==> config.mk <==
export PLATFORM = sky130hd
export DESIGN_NAME = sprite_blitter
export DESIGN_NICKNAME = d
export VERILOG_FILES = /design/src/rtl/sprite_blitter.sv
export SDC_FILE = /design/constraint.sdc
export NUM_CORES = 1
export LEC_CHECK = 0
export ABC_AREA = 0
export CORE_MARGIN = 3
export CORE_UTILIZATION = 57
export CTS_BUF_LIST = sky130_fd_sc_hd__clkbuf_16
export CTS_CLUSTER_DIAMETER = 100
export CTS_CLUSTER_SIZE = 20
export DETAILED_ROUTE_END_ITERATION = 8
export HOLD_SLACK_MARGIN = 0.15
export PLACE_DENSITY_LB_ADDON = 0.1
export SYNTH_ARGS = -nofsm -noshare
export SYNTH_HDL_FRONTEND = slang
export SYNTH_SLANG_ARGS = --single-unit
==> constraint.sdc <==
create_clock -name clock -period 3.6 [get_ports clock]
set_input_delay 0.36 -clock clock [delete_from_list [all_inputs] [get_ports clock]]
set_output_delay 0.36 -clock clock [all_outputs]
set_load 0.02 [all_outputs]
==> src/rtl/sprite_blitter.sv <==
// sprite_blitter: draws one rectangular 4bpp sprite per command from a
// synchronous sprite ROM into the back buffer, two horizontally adjacent
// pixels per cycle (one per framebuffer write port).  Pixels are clipped to
// the screen and transparent pixels are skipped.  The block stalls while the
// framebuffer reports a clear in progress.
//
// Ports:
//   clock, reset          sole clock, synchronous active-high reset
//   cmd_valid/cmd_ready   command handshake (ready = idle)
//   cmd_x, cmd_y          signed sprite top-left corner (screen pixels)
//   cmd_w, cmd_h          width (bit 0 ignored) and height of the sprite
//   cmd_base              ROM word address of the first pixel pair
//   spr_addr / spr_data   ROM read port, one-cycle read latency
//   fb_resetting          back-buffer clear in progress: freeze everything
//   addr_wr1/2, data_wr1/2, wr1_en/wr2_en   framebuffer write ports
//   busy                  command in progress
module sprite_blitter #(
    parameter int         FB_WIDTH    = 320,
    parameter int         FB_HEIGHT   = 240,
    parameter int         SPR_ADDR_W  = 16,
    parameter logic [3:0] TRANSPARENT = 4'h0
) (
    input  logic                  clock,
    input  logic                  reset,
    input  logic                  cmd_valid,
    output logic                  cmd_ready,
    input  logic [10:0]           cmd_x,
    input  logic [10:0]           cmd_y,
    input  logic [7:0]            cmd_w,
    input  logic [7:0]            cmd_h,
    input  logic [SPR_ADDR_W-1:0] cmd_base,
    output logic [SPR_ADDR_W-1:0] spr_addr,
    input  logic [7:0]            spr_data,
    input  logic                  fb_resetting,
    output logic [18:0]           addr_wr1,
    output logic [18:0]           addr_wr2,
    output logic [3:0]            data_wr1,
    output logic [3:0]            data_wr2,
    output logic                  wr1_en,
    output logic                  wr2_en,
    output logic                  busy
);
    localparam int STAGES = 1;

    typedef enum logic [1:0] {IDLE, RUN, DRAIN} state_t;
    state_t state, state_next;

    // [0] address stage (spr_addr presented), [1] ROM data stage
    logic [STAGES:0] vld_pipe;

    logic        stall, stall_q, accept, zero_cmd, row_end, last_pair;
    logic [10:0] x_q;
    logic [6:0]  w2_q, col_q;
    logic [7:0]  h_q, row_q;
    // Coordinates are 12-bit two's complement: wide enough for x + 2*126 + 1.
    logic [11:0] px0, py0, px1, py1;
    logic [18:0] fa0, row_fa, fa1, start_fa;
    logic [7:0]  data_hold, pix_data;
    logic        wr1_q, wr2_q;

    assign stall     = fb_resetting;
    assign cmd_ready = (state == IDLE) && !reset;
    assign busy      = (state != IDLE);
    assign accept    = cmd_valid && cmd_ready;
    assign zero_cmd  = (cmd_w < 8'd2) || (cmd_h == 8'd0);
    assign row_end   = (col_q == w2_q - 7'd1);
    assign last_pair = row_end && (row_q == h_q - 8'd1);

    // Screen address of the sprite origin, modulo 2^19.  Constant multiply,
    // done once per command; rows then advance by accumulation.
    assign start_fa = {{8{cmd_y[10]}}, cmd_y} * 19'(FB_WIDTH) + {{8{cmd_x[10]}}, cmd_x};

    // spr_addr is held during a stall, so the ROM output after the first
    // stalled cycle belongs to the address stage, not the data stage.  The
    // data-stage word is captured while fresh and replayed after a stall.
    assign pix_data = stall_q ? data_hold : spr_data;

    function automatic logic on_screen(input logic [11:0] px, input logic [11:0] py);
        return !px[11] && (px < 12'(FB_WIDTH)) && !py[11] && (py < 12'(FB_HEIGHT));
    endfunction

    always_comb begin
        state_next = state;
        case (state)
            IDLE:    if (cmd_valid) state_next = zero_cmd ? DRAIN : RUN;
            RUN:     if (!stall && last_pair) state_next = DRAIN;
            DRAIN:   if (!stall && !vld_pipe[1]) state_next = IDLE;
            default: state_next = IDLE;
        endcase
    end

    always_ff @(posedge clock) begin
        if (reset) state <= IDLE;
        else       state <= state_next;
    end

    always_ff @(posedge clock) begin
        if (reset) begin
            vld_pipe  <= '0;
            stall_q   <= 1'b0;
            data_hold <= '0;
            x_q       <= '0;
            w2_q      <= '0;
            h_q       <= '0;
            col_q     <= '0;
            row_q     <= '0;
            spr_addr  <= '0;
            px0       <= '0;
            py0       <= '0;
            fa0       <= '0;
            row_fa    <= '0;
            px1       <= '0;
            py1       <= '0;
            fa1       <= '0;
            addr_wr1  <= '0;
            addr_wr2  <= '0;
            data_wr1  <= '0;
            data_wr2  <= '0;
            wr1_q     <= 1'b0;
            wr2_q     <= 1'b0;
        end else begin
            stall_q <= stall;
            if (!stall_q) data_hold <= spr_data;

            // Acceptance is not blocked by a stall; the command simply
            // starts frozen.
            if (accept) begin
                x_q         <= cmd_x;
                w2_q        <= cmd_w[7:1];
                h_q         <= cmd_h;
                col_q       <= '0;
                row_q       <= '0;
                spr_addr    <= cmd_base;
                px0         <= {cmd_x[10], cmd_x};
                py0         <= {cmd_y[10], cmd_y};
                fa0         <= start_fa;
                row_fa      <= start_fa;
                vld_pipe[0] <= !zero_cmd;
            end else if (!stall && state == RUN) begin
                vld_pipe[0] <= !last_pair;
                if (!last_pair) begin
                    spr_addr <= spr_addr + 1'b1;
                    if (row_end) begin
                        col_q  <= '0;
                        row_q  <= row_q + 8'd1;
                        px0    <= {x_q[10], x_q};
                        py0    <= py0 + 12'd1;
                        row_fa <= row_fa + 19'(FB_WIDTH);
                        fa0    <= row_fa + 19'(FB_WIDTH);
                    end else begin
                        col_q <= col_q + 7'd1;
                        px0   <= px0 + 12'd2;
                        fa0   <= fa0 + 19'd2;
                    end
                end
            end

            if (!stall) begin
                vld_pipe[1] <= vld_pipe[0];
                px1         <= px0;
                py1         <= py0;
                fa1         <= fa0;
                addr_wr1    <= fa1;
                addr_wr2    <= fa1 + 19'd1;
                data_wr1    <= pix_data[3:0];
                data_wr2    <= pix_data[7:4];
                wr1_q <= vld_pipe[1] && on_screen(px1, py1) && (pix_data[3:0] != TRANSPARENT);
                wr2_q <= vld_pipe[1] && on_screen(px1 + 12'd1, py1) && (pix_data[7:4] != TRANSPARENT);
            end
        end
    end

    // The held write reappears once the stall drops.
    assign wr1_en = wr1_q && !stall;
    assign wr2_en = wr2_q && !stall;

endmodule

==> flow_summary_export.csv <==
group,metric,value,unit
status,run_status,"completed",
critical_path,cp_num_buf_inv,2,
sta,fin_skew,0.01978,ns
pwr,peakVddDrop,0.3701,mV
yosys,synth-async-reset-ratio,0,%
yosys,avgSynthCellArea,8.399,um2
critical_path,required,3.94,ns
worst_hold_path,hold_path_class,"in2reg",
placement,post-place-ws,-0.4107,ns
sta,setup_viol,0,
critical_path,criticalPathCategory,"in2reg",
worst_hold_path,min_path_cells,3,
floorplanning,die_h,146.8,um
grt,grt_use_met2,43.93,%
cells_and_area,multiInputGateArea,6531,um2
detailed_routing,antenna_left,0,
pwr,p_leak,5.347,nW
clocking,cts_buffer_depth,3,
critical_path,arrival,3.73,ns
sta,rsz0062_at_grt,"false",
floorplanning,rows,50,
floorplanning,fp.coreArea,19080,um2
critical_path,crit_chain,"clkdlybuf4s50_1 -> ha_1 -> ha_1 -> inv_1 -> fa_2 -> nor2b_1 -> o21ai_1 -> nand2_1 -> a21o_1 -> a21oi_2 -> xnor2_1 -> ha_1 -> a21o_1 -> a21o_1 -> a21oi_2 -> o21ai_1 -> xnor2_1 -> xnor2_1 -> a211oi_2",
yosys,synth_fp_nets,1455,
sta,max_clock_freq,0.2949,GHz
clocking,cts_tree,"done",
critical_path,slowest_stage,"clkdlybuf4s50_1",
run,maxCapViolations,0,
detailed_routing,wl_per_cell,16.35,um
sta,tightest_slew,0.8697,ns
clocking,clk_root_buffer_cell,"clkbuf_16",
yosys,syn-instance-count,1345,
cells_and_area,fin_cells,1712,
critical_path,worstPathMaxFanout,2,
sta,fin_ws,0.2087,ns
yosys,synth-edff-count,0,
sta,hold_viol,0,
grt,grt-busiest-layer,"met2",
pwr,p_per_area,399.6,nW/um2
clocking,postCtsResizedCells,0,
cells_and_area,drive_gt1_share,5.510,%
critical_path,critical_path.top_delay_family,"compound AO/OA/AOI/OAI gates",
critical_path,critPathCaptureType,"register",
detailed_routing,dr.first_iter.drc_count,706,
placement,dp_hpwl,19760,um
detailed_routing,route.detailed.vias_per_inst,5.764,
floorplanning,num_io_pins,132,
floorplanning,die_w,146.8,um
grt,grt_pass1_vias,9528,
placement,gp_congestion,0.8644,
critical_path,max_stage_delay,0.43,ns
cells_and_area,fin_area,13370,um2
clocking,clkTransAtPathRegs,0.08,ns
cells_and_area,nets,1562,
yosys,ys_seq_area_share,38.81,%
sta,drv_slew,0,
clocking,cts_htree_levels,1,
grt,grt_overflow,0,
grt,grt_use_total,25.45,%
placement,dpl-instance-area,12970,um2
floorplanning,die-area,21540,um2
critical_path,cp.depth,19,
cells_and_area,fill_cells,1573,
cells_and_area,area_delta_synth_final,18.37,%
yosys,ys.warnings.count,0,
placement,placed_cells,1696,
cells_and_area,seq_area,4384,um2
cells_and_area,n_antenna_cell,0,
grt,grt_max_degree,164,
detailed_routing,drc,0,
sta,relSlewSlack,42.02,%
detailed_routing,drtPass1Iterations,7,
grt,antenna_found_initial,0,
pwr,fin_total_pwr,5.344,mW
yosys,synth_seq_cells,219,
yosys,ys.flop_type,"dfxtp_1",
grt,grt_pass1_wl,47150,um
yosys,synth_cell_type_count,70,
clocking,holdBufCountCts,0,
floorplanning,start_util,59.21,%
yosys,syn_area,11300,um2
placement,portBuffers,130,
critical_path,rrSetupSlack,0.36,ns
sta,layout_min_cycle_time,3.391,ns
grt,met1_usage,34.73,%
sta,fin_crit_sh,94.20,%
critical_path,critPathLaunchType,"input port",
grt,gr-usage-met3,2.992,%
clocking,numCtsBuffers,14,
clocking,clock_latency,0.48,ns
detailed_routing,dr_total_vias,9868,
critical_path,reg2reg_depth,10,
clocking,clock_sinks,219,
detailed_routing,wl,27990,um
clocking,postCtsSetupBuffers,0,
-- cells by family (layout without fill, tap and decap cells) --
logic type / after synthesis / in the layout / synth area share, %
and+or+nand+nor: 520 / 520 / 21.71
DFF: 219 / 219 / 38.81
muxes: 78 / 78 / 6.911
xor gates and xnor gates: 107 / 107 / 8.417
adders and majority gates: 44 / 44 / 5.006
buffers and inverters: 109 / 216 / 3.755
AOI/OAI and AO/OA: 268 / 268 / 15.40
-- worst register-to-register path: cells and delay by family, from the launching register on --
kind / cells / cell delay [ns]
buf+inv: 2 / 0.43
flops: 1 / 0.52
compound gates: 5 / 1.17
fa+ha+maj: 1 / 0.31
simple gates: 2 / 0.72
-- Yosys cell counts, types with 5 or more instances --
master	n	share of area, %
ha_1	42	4.7
o211ai_1	12	0.80
a21oi_1	81	3.6
nand2_1	113	3.8
and2_1	11	0.61
nor2_1	211	7.0
a32oi_1	6	0.47
o31ai_1	6	0.40
a211oi_1	32	2.1
nor2b_1	9	0.50
o21bai_1	8	0.53
o21ai_1	20	0.89
clkbuf_1	63	2.1
a21o_1	15	1.0
and3_1	22	1.2
nand3_1	33	1.5
or3_1	11	0.61
nand3b_1	13	0.86
xor2_1	51	4.0
inv_1	29	0.96
and4_1	9	0.70
nor3_1	23	1.0
o22ai_1	6	0.33
dfxtp_1	219	39
o21ai_0	27	1.2
xnor2_1	55	4.3
nand4_1	28	1.6
nand2b_1	6	0.33
a2111oi_0	5	0.39
a31oi_1	12	0.66
mux2i_1	78	6.9
nor4_1	13	0.72
buf_1	12	0.40
-- cell usage in the layout (no fill, tap or decap), types with 4 or more instances in the layout --
cell type and count:
dfxtp_1 219, nor2_1 210, clkdlybuf4s50_1 127, nand2_1 112
mux2i_1 78, a21oi_1 77, xnor2_1 55, xor2_1 51
ha_1 42, buf_4 40, nand3_1 33, a211oi_1 31
inv_1 30, nand4_1 28, o21ai_0 24, nor3_1 23
o21ai_1 22, and3_1 22, a21o_1 15, clkbuf_16 15
nand3b_1 13, nor4_1 13, a31oi_1 12, o211ai_1 12
or3_1 11, and2_1 10, nor2b_1 9, and4_1 9
o21bai_1 8, nand2b_1 6, o31ai_1 6, a32oi_1 6
o22ai_1 6, a2111oi_0 5, a21oi_2 4, a311oi_1 4
nor3b_1 4
-- area by class of cell --
cell class	instances	share of cell area (%)
Clock buffer	15	2.807
Clock inverter	1	0.02807
Inverter	29	0.8140
Multi-Input combinational cell	1017	48.84
Sequential cell	219	32.78
Tap cell	260	2.433
Timing Repair Buffer	171	12.29
-- metal layers --
layer | share of wire [%] | routed length [um] | vias up
met4 | 1.3 | 358 | 0
met1 | 46 | 12930 | 4701
met2 | 48 | 13500 | 188
met5 | 0 | 0 | -
met3 | 4.3 | 1208 | 24
li1 | - | - | 4955
-- through the flow --
step	hold slack (ns)	util (%)	TNS, ns
final	0.2997	70.09	0
after global routing	0.3492	70.09	0
after CTS	0.3451	69.94	0
after detailed placement	0.4337	67.95	-1.321
after global placement	0.4271	67.95	-0.5638
after floorplan	0.4173	-	0
-- registers in the layout (all words and copies together) (netlist names) --
register and count:
h_q 8, row_q 8, addr_wr2 19, py1 8, data_wr1 4, x_q 11, fa1 19, wr1_q 1
wr2_q 1, state 2, px1 12, col_q 7, py0 12, data_hold 8, fa0 19, spr_addr 16
w2_q 7, stall_q 1, data_wr2 4, addr_wr1 19, vld_pipe 2, px0 12, row_fa 19
-- power by group --
group / internal, mW / leakage, nW / switching, mW
clock: 0.744 / 0.190 / 0.812
combinational: 0.531 / 3.37 / 0.547
sequential: 2.56 / 1.79 / 0.153
total: 3.83 / 5.35 / 1.51
-- path summary, 6_finish.rpt --
check | startpoint | end
setup / recovery | cmd_y[1] | fa0[18]
hold / removal | cmd_y[3] | py0[3]
setup reg to reg | w2_q[0] | py0[7]
hold reg to reg | x_q[4] | x_q[4]
(Power assumes the default switching activity.)
==> edit 1: new RTL, config.mk and constraints unchanged <==
The parameter `SPR_ADDR_W` goes from 16 to 15.
--- a/src/rtl/sprite_blitter.sv
+++ b/src/rtl/sprite_blitter.sv
@@ -18,5 +18,5 @@
     parameter int         FB_WIDTH    = 320,
     parameter int         FB_HEIGHT   = 240,
-    parameter int         SPR_ADDR_W  = 16,
+    parameter int         SPR_ADDR_W  = 15,
     parameter logic [3:0] TRANSPARENT = 4'h0
 ) (
Interface: changed (resized cmd_base and spr_addr); port bits go from 132 to 130. No check against the original RTL was run, so the function may have changed too.
==> edit 1 against the unedited design <==
- combinational power is 6% higher
- die area barely moved
- total power increased by 0.33%
- clock skew shrank 0.0055 ns
- design area up 1.2%
- wire length is 0.40% higher
- fmax decreased by 0.16%
- non-clock buffer count increased by 12
- synthesized area hardly changed
- cell count increased by 1.8%
- sequential cell count is 1 lower
- worst setup slack worse by 0.0053 ns
- register-to-register slack lost 0.09 ns
- critical path depth down 4
- critical path type unchanged
- critical endpoint unchanged
==> edit 1: results (changes against the unedited design) <==
The number of cells on the worst reg-to-reg path is 9 (-1). The critical-path maximum fanout was 4 (+2). The logs give 20100 um (+1.7%) for the HPWL after detailed placement and 0 (unchanged) for the final antenna diode count. The slew at the pin with the worst max-slew slack was 0.997 ns (+0.127 ns); the clock-pin transition on the worst setup and hold timing paths was 0.09 ns. The tools report the final worst clock skew as 0.0143 ns (-0.00548 ns).

The routed length on met1 came out at 12500 um (-3.0%). The number of buffers inserted by port buffering is 128 (-1.5%), and the data arrival time of the worst path is 3.81 ns (+0.08 ns). The async set-or-reset flop fraction in the synthesized netlist was 0% (unchanged); the fill cell instance count of the final layout was 1595 (+1.4%).

The buffer depth of the longest clock path came out at 3 (unchanged). The sequential area share after synthesis was 38.6% (-0.20 points); the cell leakage power was 5.25 nW (-1.9%). The flow ran to the end, and the final reports show no timing, DRC or antenna violations. For the total nets after synthesis, the log shows 1461 (+0.41%).

The tools report the start of the worst register-to-register path as h_q[2]. The run gives 0 (unchanged) as the number of warning messages in the yosys log. The most critical setup path has its startpoint at cmd_y[6]. The fraction of final layout cells with drive strength greater than 1 came out at 7.22% (+1.7 points). Yosys attributes the largest share of cell area to dfxtp_1 39%, mux2i_1 6.6%, nor2_1 6.5%. The number of nets in the final layout is 1592 (+1.9%).

The distinct cell type count of the synthesized netlist was 67 (-4.3%). For the aggregate global-route resource usage, the log shows 25.0% (-0.46 points). The logs give 0.000374 V (+1.1%) for the peak supply drop and 0 (unchanged) for the number of antenna violations at the first check in global routing. The run gives 0.839 (-3.0%) as the routability congestion estimate.

The detailed router used layers up to and including met4. The logs give 0 (unchanged) for the DRC violation count after routing and 10100 (+2.1%) for the via count. The worst hold path belongs to the class input port to register.

In this run the critical register-to-register path is captured at px0[9]. Grouping stages by cell kind, the critical path spends the most delay in simple AND/OR/NAND/NOR gates. The largest stage delay on the critical path was 0.43 ns (about the same); the worst-skew pair later-pin latency was 0.48 ns (about the same).

The tools report the placed cell area as 13000 um^2 (+0.45%). For the number of buffers added by the clock tree synthesis step, the log shows 14 (unchanged). The met2 layer wire length in the routed design was 13600 um (+0.47%); the wire length on met3 was 1500 um (+24%). The global-route wire length before repair was 46400 um (-1.7%); the via count of the first global-routing pass was 9567 (+0.41%).

The run gives 0.27 ns (-0.09 ns) as the setup slack of the worst register-to-register path. Sorting the synthesized cells by how often they occur yields 218 x dfxtp_1, 195 x nor2_1, 142 x nand2_1, 90 x a21oi_1, 75 x mux2i_1. The number of DRC markers after the initial detailed-route iteration is 613 (-13%). The cell count of the worst hold path was 2 (-1). The total length of routed wires is 28100 um (+0.40%). The number of optimization iterations in the first detailed-route pass is 5 (-2).

The largest net degree at the start of global routing is 80 (-51%).
## edit 1: cell types whose count changed in the layout (fill, tap and decap cells not counted), moves of 11 or more
cell      change
o21ai_0      +33
nand2_1      +29
o21ai_1      -19
nand3_1      +18
buf_4        +17
nor2_1       -16
nand3b_1     -13
a21oi_1      +11
## edit 1: kinds of logic after synthesis
| logic type | count (synthesis) | synth area share [%] |
|---|---|---|
| AOI/OAI and AO/OA | 274 | 15.7 |
| muxes | 75 | 6.64 |
| DFF | 218 | 38.6 |
| xor gates and xnor gates | 114 | 8.83 |
| adders and majority gates | 44 | 5.00 |
| and+or+nand+nor | 530 | 21.7 |
| buffers and inverters | 97 | 3.54 |
## edit 1: worst min path at each step
stage | from | end | slack, ns
2_1_floorplan | wr1_q | wr1_q | 0.42
3_3_place_gp | wr1_q | wr1_q | 0.43
3_5_place_dp | row_fa[2] | row_fa[2] | 0.44
4_1_cts | reset | w2_q[4] | 0.29
5_1_grt | reset | h_q[6] | 0.32
6_report | reset | w2_q[4] | 0.30
## edit 1: final cells by class
type / count / share of cell area, %
multi-input cells: 1037 / 49.1
flip-flops and latches: 218 / 32.2
repair buffers: 183 / 12.6
clock buffers: 15 / 2.77
well taps: 260 / 2.40
inverters: 29 / 0.804
clock inverters: 1 / 0.0277
## edit 1: what timing repair did
| item | CTS | global route |
|---|---|---|
| pin swaps | 3 | 15 |
| gates resized for setup | 4 | 22 |
| endpoints found under the setup margin | 2 | 4 |
| hold buffers | 0 | 0 |
| setup buffers | 0 | 1 |
## edit 1: metal layers
layer  vias to the layer above  GRT usage, %
met1                      4766          33.3
met4                         0          5.36
met3                        38          2.84
met2                       250          43.8
li1                       5021             -
met5                         -             0
## edit 1: metrics by stage
stage	total power, mW	std cells	hold WS (ns)	utilization, %	setup WS, ns
floorplan	3.43	1352	0.417	-	0.0311
global placement	3.81	1726	0.433	68.3	-0.548
detailed placement	3.84	1726	0.439	68.3	-0.678
CTS	5.36	1742	0.294	70.3	0.00229
global route	5.62	1743	0.317	70.9	0.00274
finish	5.36	1743	0.295	70.9	0.203
## edit 1: report_power, final
group          total (mW)  switching [mW]  internal [mW]
clock                1.53           0.787          0.744
combinational        1.14           0.590          0.554
sequential           2.69           0.144           2.54
## edit 1: worst reg2reg max path: cells and delay by family, from the launching register on
family                 cells  cell delay [ns]
AO/OA/AOI/OAI              4             0.81
buffers and inverters      1             0.40
AND/OR/NAND/NOR            3             1.41
multiplexers               1             0.23
flip-flops                 1             0.37
==> edit 2: new RTL, same flow settings <==
Without the edit above. Make the reset (`reset`) asynchronous in 2 clocked blocks. Comments in the files are not updated.
--- a/src/rtl/sprite_blitter.sv
+++ b/src/rtl/sprite_blitter.sv
@@ -90,10 +90,10 @@
     end
 
-    always_ff @(posedge clock) begin
+    always_ff @(posedge clock or posedge reset) begin
         if (reset) state <= IDLE;
         else       state <= state_next;
     end
 
-    always_ff @(posedge clock) begin
+    always_ff @(posedge clock or posedge reset) begin
         if (reset) begin
             vld_pipe  <= '0;
Check against the original RTL: differs if reset is asserted again (counterexample within 4 cycles, from zero or initial values and one cycle with reset high); with reset held inactive, the same outputs for 4 cycles.
==> edit 2 against the unedited design <==
- die area is 6.3% higher
- wire length increased by 5.1%
- global-route usage up 0.11 points
- design area grew 6.3%
- worst setup slack improved by 0.044 ns
- sequential cell count is the same
- synthesized cell count decreased by 6.2%
- synthesized area increased by 6.6%
Power is not compared: it rests on default switching activity, and its combinational part moved more than twofold at a synthesized area within 25%.
==> edit 2: results (changes against the unedited design) <==
The flow ran to the end, and the final reports show no timing, DRC or antenna violations. For the worst-skew pair later-pin latency, the log shows 0.48 ns (about the same). The tools report the number of nets in the final layout as 1501 (-3.9%).

Origin of the worst setup path: cmd_y[4]. The via count was 10000 (+1.5%); the largest net degree at the start of global routing was 85 (-48%). The total length of routed wires was 29400 um (+5.1%); the total nets after synthesis was 1371 (-5.8%).

The run gives 0 (unchanged) as the number of warning messages in the yosys log. Number of setup buffers added after CTS: 0 (unchanged). For the count of mapped cells out of synthesis, the log shows 1261 (-6.2%).

H-tree depth: 1 (unchanged). The logs give 0 (unchanged) for the number of antenna violations at the first check in global routing and 0 (unchanged) for the final antenna diode count. The tools report the start point of the worst min-delay path as fb_resetting.

In this run the critical register-to-register path is launched from w2_q[0]. Aggregate global-route resource usage: 25.6% (+0.11 points). The via density per instance is 6.03 (+4.6%), and the pre-CTS setup slack is -0.488 ns (-0.0774 ns). The worst relative slew slack is 45.5% (+3.5 points), and the global-route wire length before repair is 47600 um (+0.88%). The logs give 14 (unchanged) for the number of buffers added by the clock tree synthesis step and 0.874 (+1.1%) for the routability congestion estimate. The run gives 0.0159 ns (-0.00389 ns) as the final worst clock skew. The via count of the first global-routing pass came out at 9525 (-0.031%). The number of buffers inserted by port buffering works out to 130 (unchanged). The type of the most critical hold path is input port to register. The most used flip-flop cell after synthesis was dfrtp_1. The async set-or-reset flop fraction in the synthesized netlist is 100% (+100 points), and the data arrival time of the worst path is 3.67 ns (-0.06 ns).

IR analysis of the VDD net gives a maximum drop of 0.000287 V. The buffer depth of the longest clock path came out at 3 (unchanged). The critical-path maximum fanout works out to 2 (unchanged). HPWL after detailed placement: 21300 um (+7.9%). The sequential area share after synthesis is 45.5% (+6.7 points), and the number of placed instances, taps included is 1645 (-3.0%).

The fill cell instance count of the final layout came out at 1694 (+7.7%). The distinct cell type count of the synthesized netlist is 80 (+14%), and the number of DRC markers after the initial detailed-route iteration is 836 (+18%). The fraction of final layout cells with drive strength greater than 1 is 11.9% (+6.4 points).

Counting instances in the post-synthesis netlist gives the leading cell types as 219 x dfrtp_1, 197 x nand2_1, 96 x o21ai_0, 81 x nor2_1, 69 x mux2_2. The clock-pin transition on the worst setup and hold timing paths came out at 0.09 ns. The cell sitting at the root of the clock tree is a clkbuf_16. The analysis attributes to cell leakage a power of 6.21 nW.

In the post-synthesis netlist, the biggest area contributors are dfrtp_1 46%, mux2_2 6.5%, nand2_1 6.1%. The number of optimization iterations in the first detailed-route pass is 5 (-2).
[edit 2: cell count changes after synthesis, moves of 22 or more]
cell | unedited run | this run
dfrtp_1 | 0 | 219
dfxtp_1 | 219 | 0
mux2i_1 | 78 | 7
mux2_2 | 0 | 69
nand2_1 | 113 | 197
a211oi_1 | 32 | 10
o21ai_0 | 27 | 96
a21oi_1 | 81 | 55
clkbuf_1 | 63 | 36
nor2_1 | 211 | 81
[edit 2: final cells by class]
cell class              count  share of cell area, %
inverters                  35                  0.950
clock inverters             1                 0.0264
flip-flops and latches    219                   38.5
multi-input cells         943                   43.5
well taps                 270                   2.38
clock buffers              15                   2.64
repair buffers            178                   12.0
[edit 2: repair_timing]
item	in CTS	in global routing
hold buffers	0	0
resized for setup	0	14
setup endpoints to repair	0	8
[edit 2: path summary, 6_finish.rpt]
| path | end | slack (ns) | cells past startpoint |
|---|---|---|---|
| worst min register to register | row_fa[3] | 0.48 | 2 |
| max in group asynchronous | w2_q[3] | 2.50 | 3 |
| worst max register to register | row_fa[14] | 0.34 | 11 |
| min in group asynchronous | x_q[9] | 0.35 | 2 |
| worst max-delay path | row_fa[18] | 0.25 | 16 |
| worst min-delay path | stall_q | 0.20 | 1 |
[edit 2: worst max-delay path: stages]
cell and delay (ns):
clkdlybuf4s50_1 0.54, ha_4 0.23, ha_1 0.28, a21o_1 0.19
a21oi_2 0.18, o21ai_0 0.16, o41ai_2 0.22, buf_4 0.16
xnor2_1 0.14, ha_1 0.31, nor3_2 0.22, nor2_1 0.09
o41ai_2 0.06, xnor2_1 0.17, mux2i_1 0.28, a311oi_1 0.07
[edit 2: cell families after synthesis]
family | Yosys count | share of synthesized area [%]
adder cells (fa/ha/maj) | 44 | 4.70
AO/OA/AOI/OAI | 278 | 14.7
flip-flops | 219 | 45.5
XOR/XNOR | 83 | 6.15
multiplexers | 76 | 7.03
AND/OR/NAND/NOR | 462 | 18.3
buffers and inverters | 99 | 3.56
[edit 2: power breakdown]
part | internal (mW) | switching [mW]
Sequential | 3.23 | 0.854
Clock | 0.744 | 0.798
Combinational | 1.59 | 1.46
[edit 2: per-layer routing]
layer	share of wire (%)	GRT usage, %
met5	0	0
met4	2.4	6.57
met3	7.1	3.23
met2	47	41.9
met1	44	36.2
[edit 2: metrics by stage]
stage	hold slack [ns]	area, um^2
5_1_grt	0.199	14200
3_5_place_dp	0.455	13800
2_1_floorplan	0.391	12000
4_1_cts	0.190	14200
3_3_place_gp	0.449	13800
6_report	0.202	14200
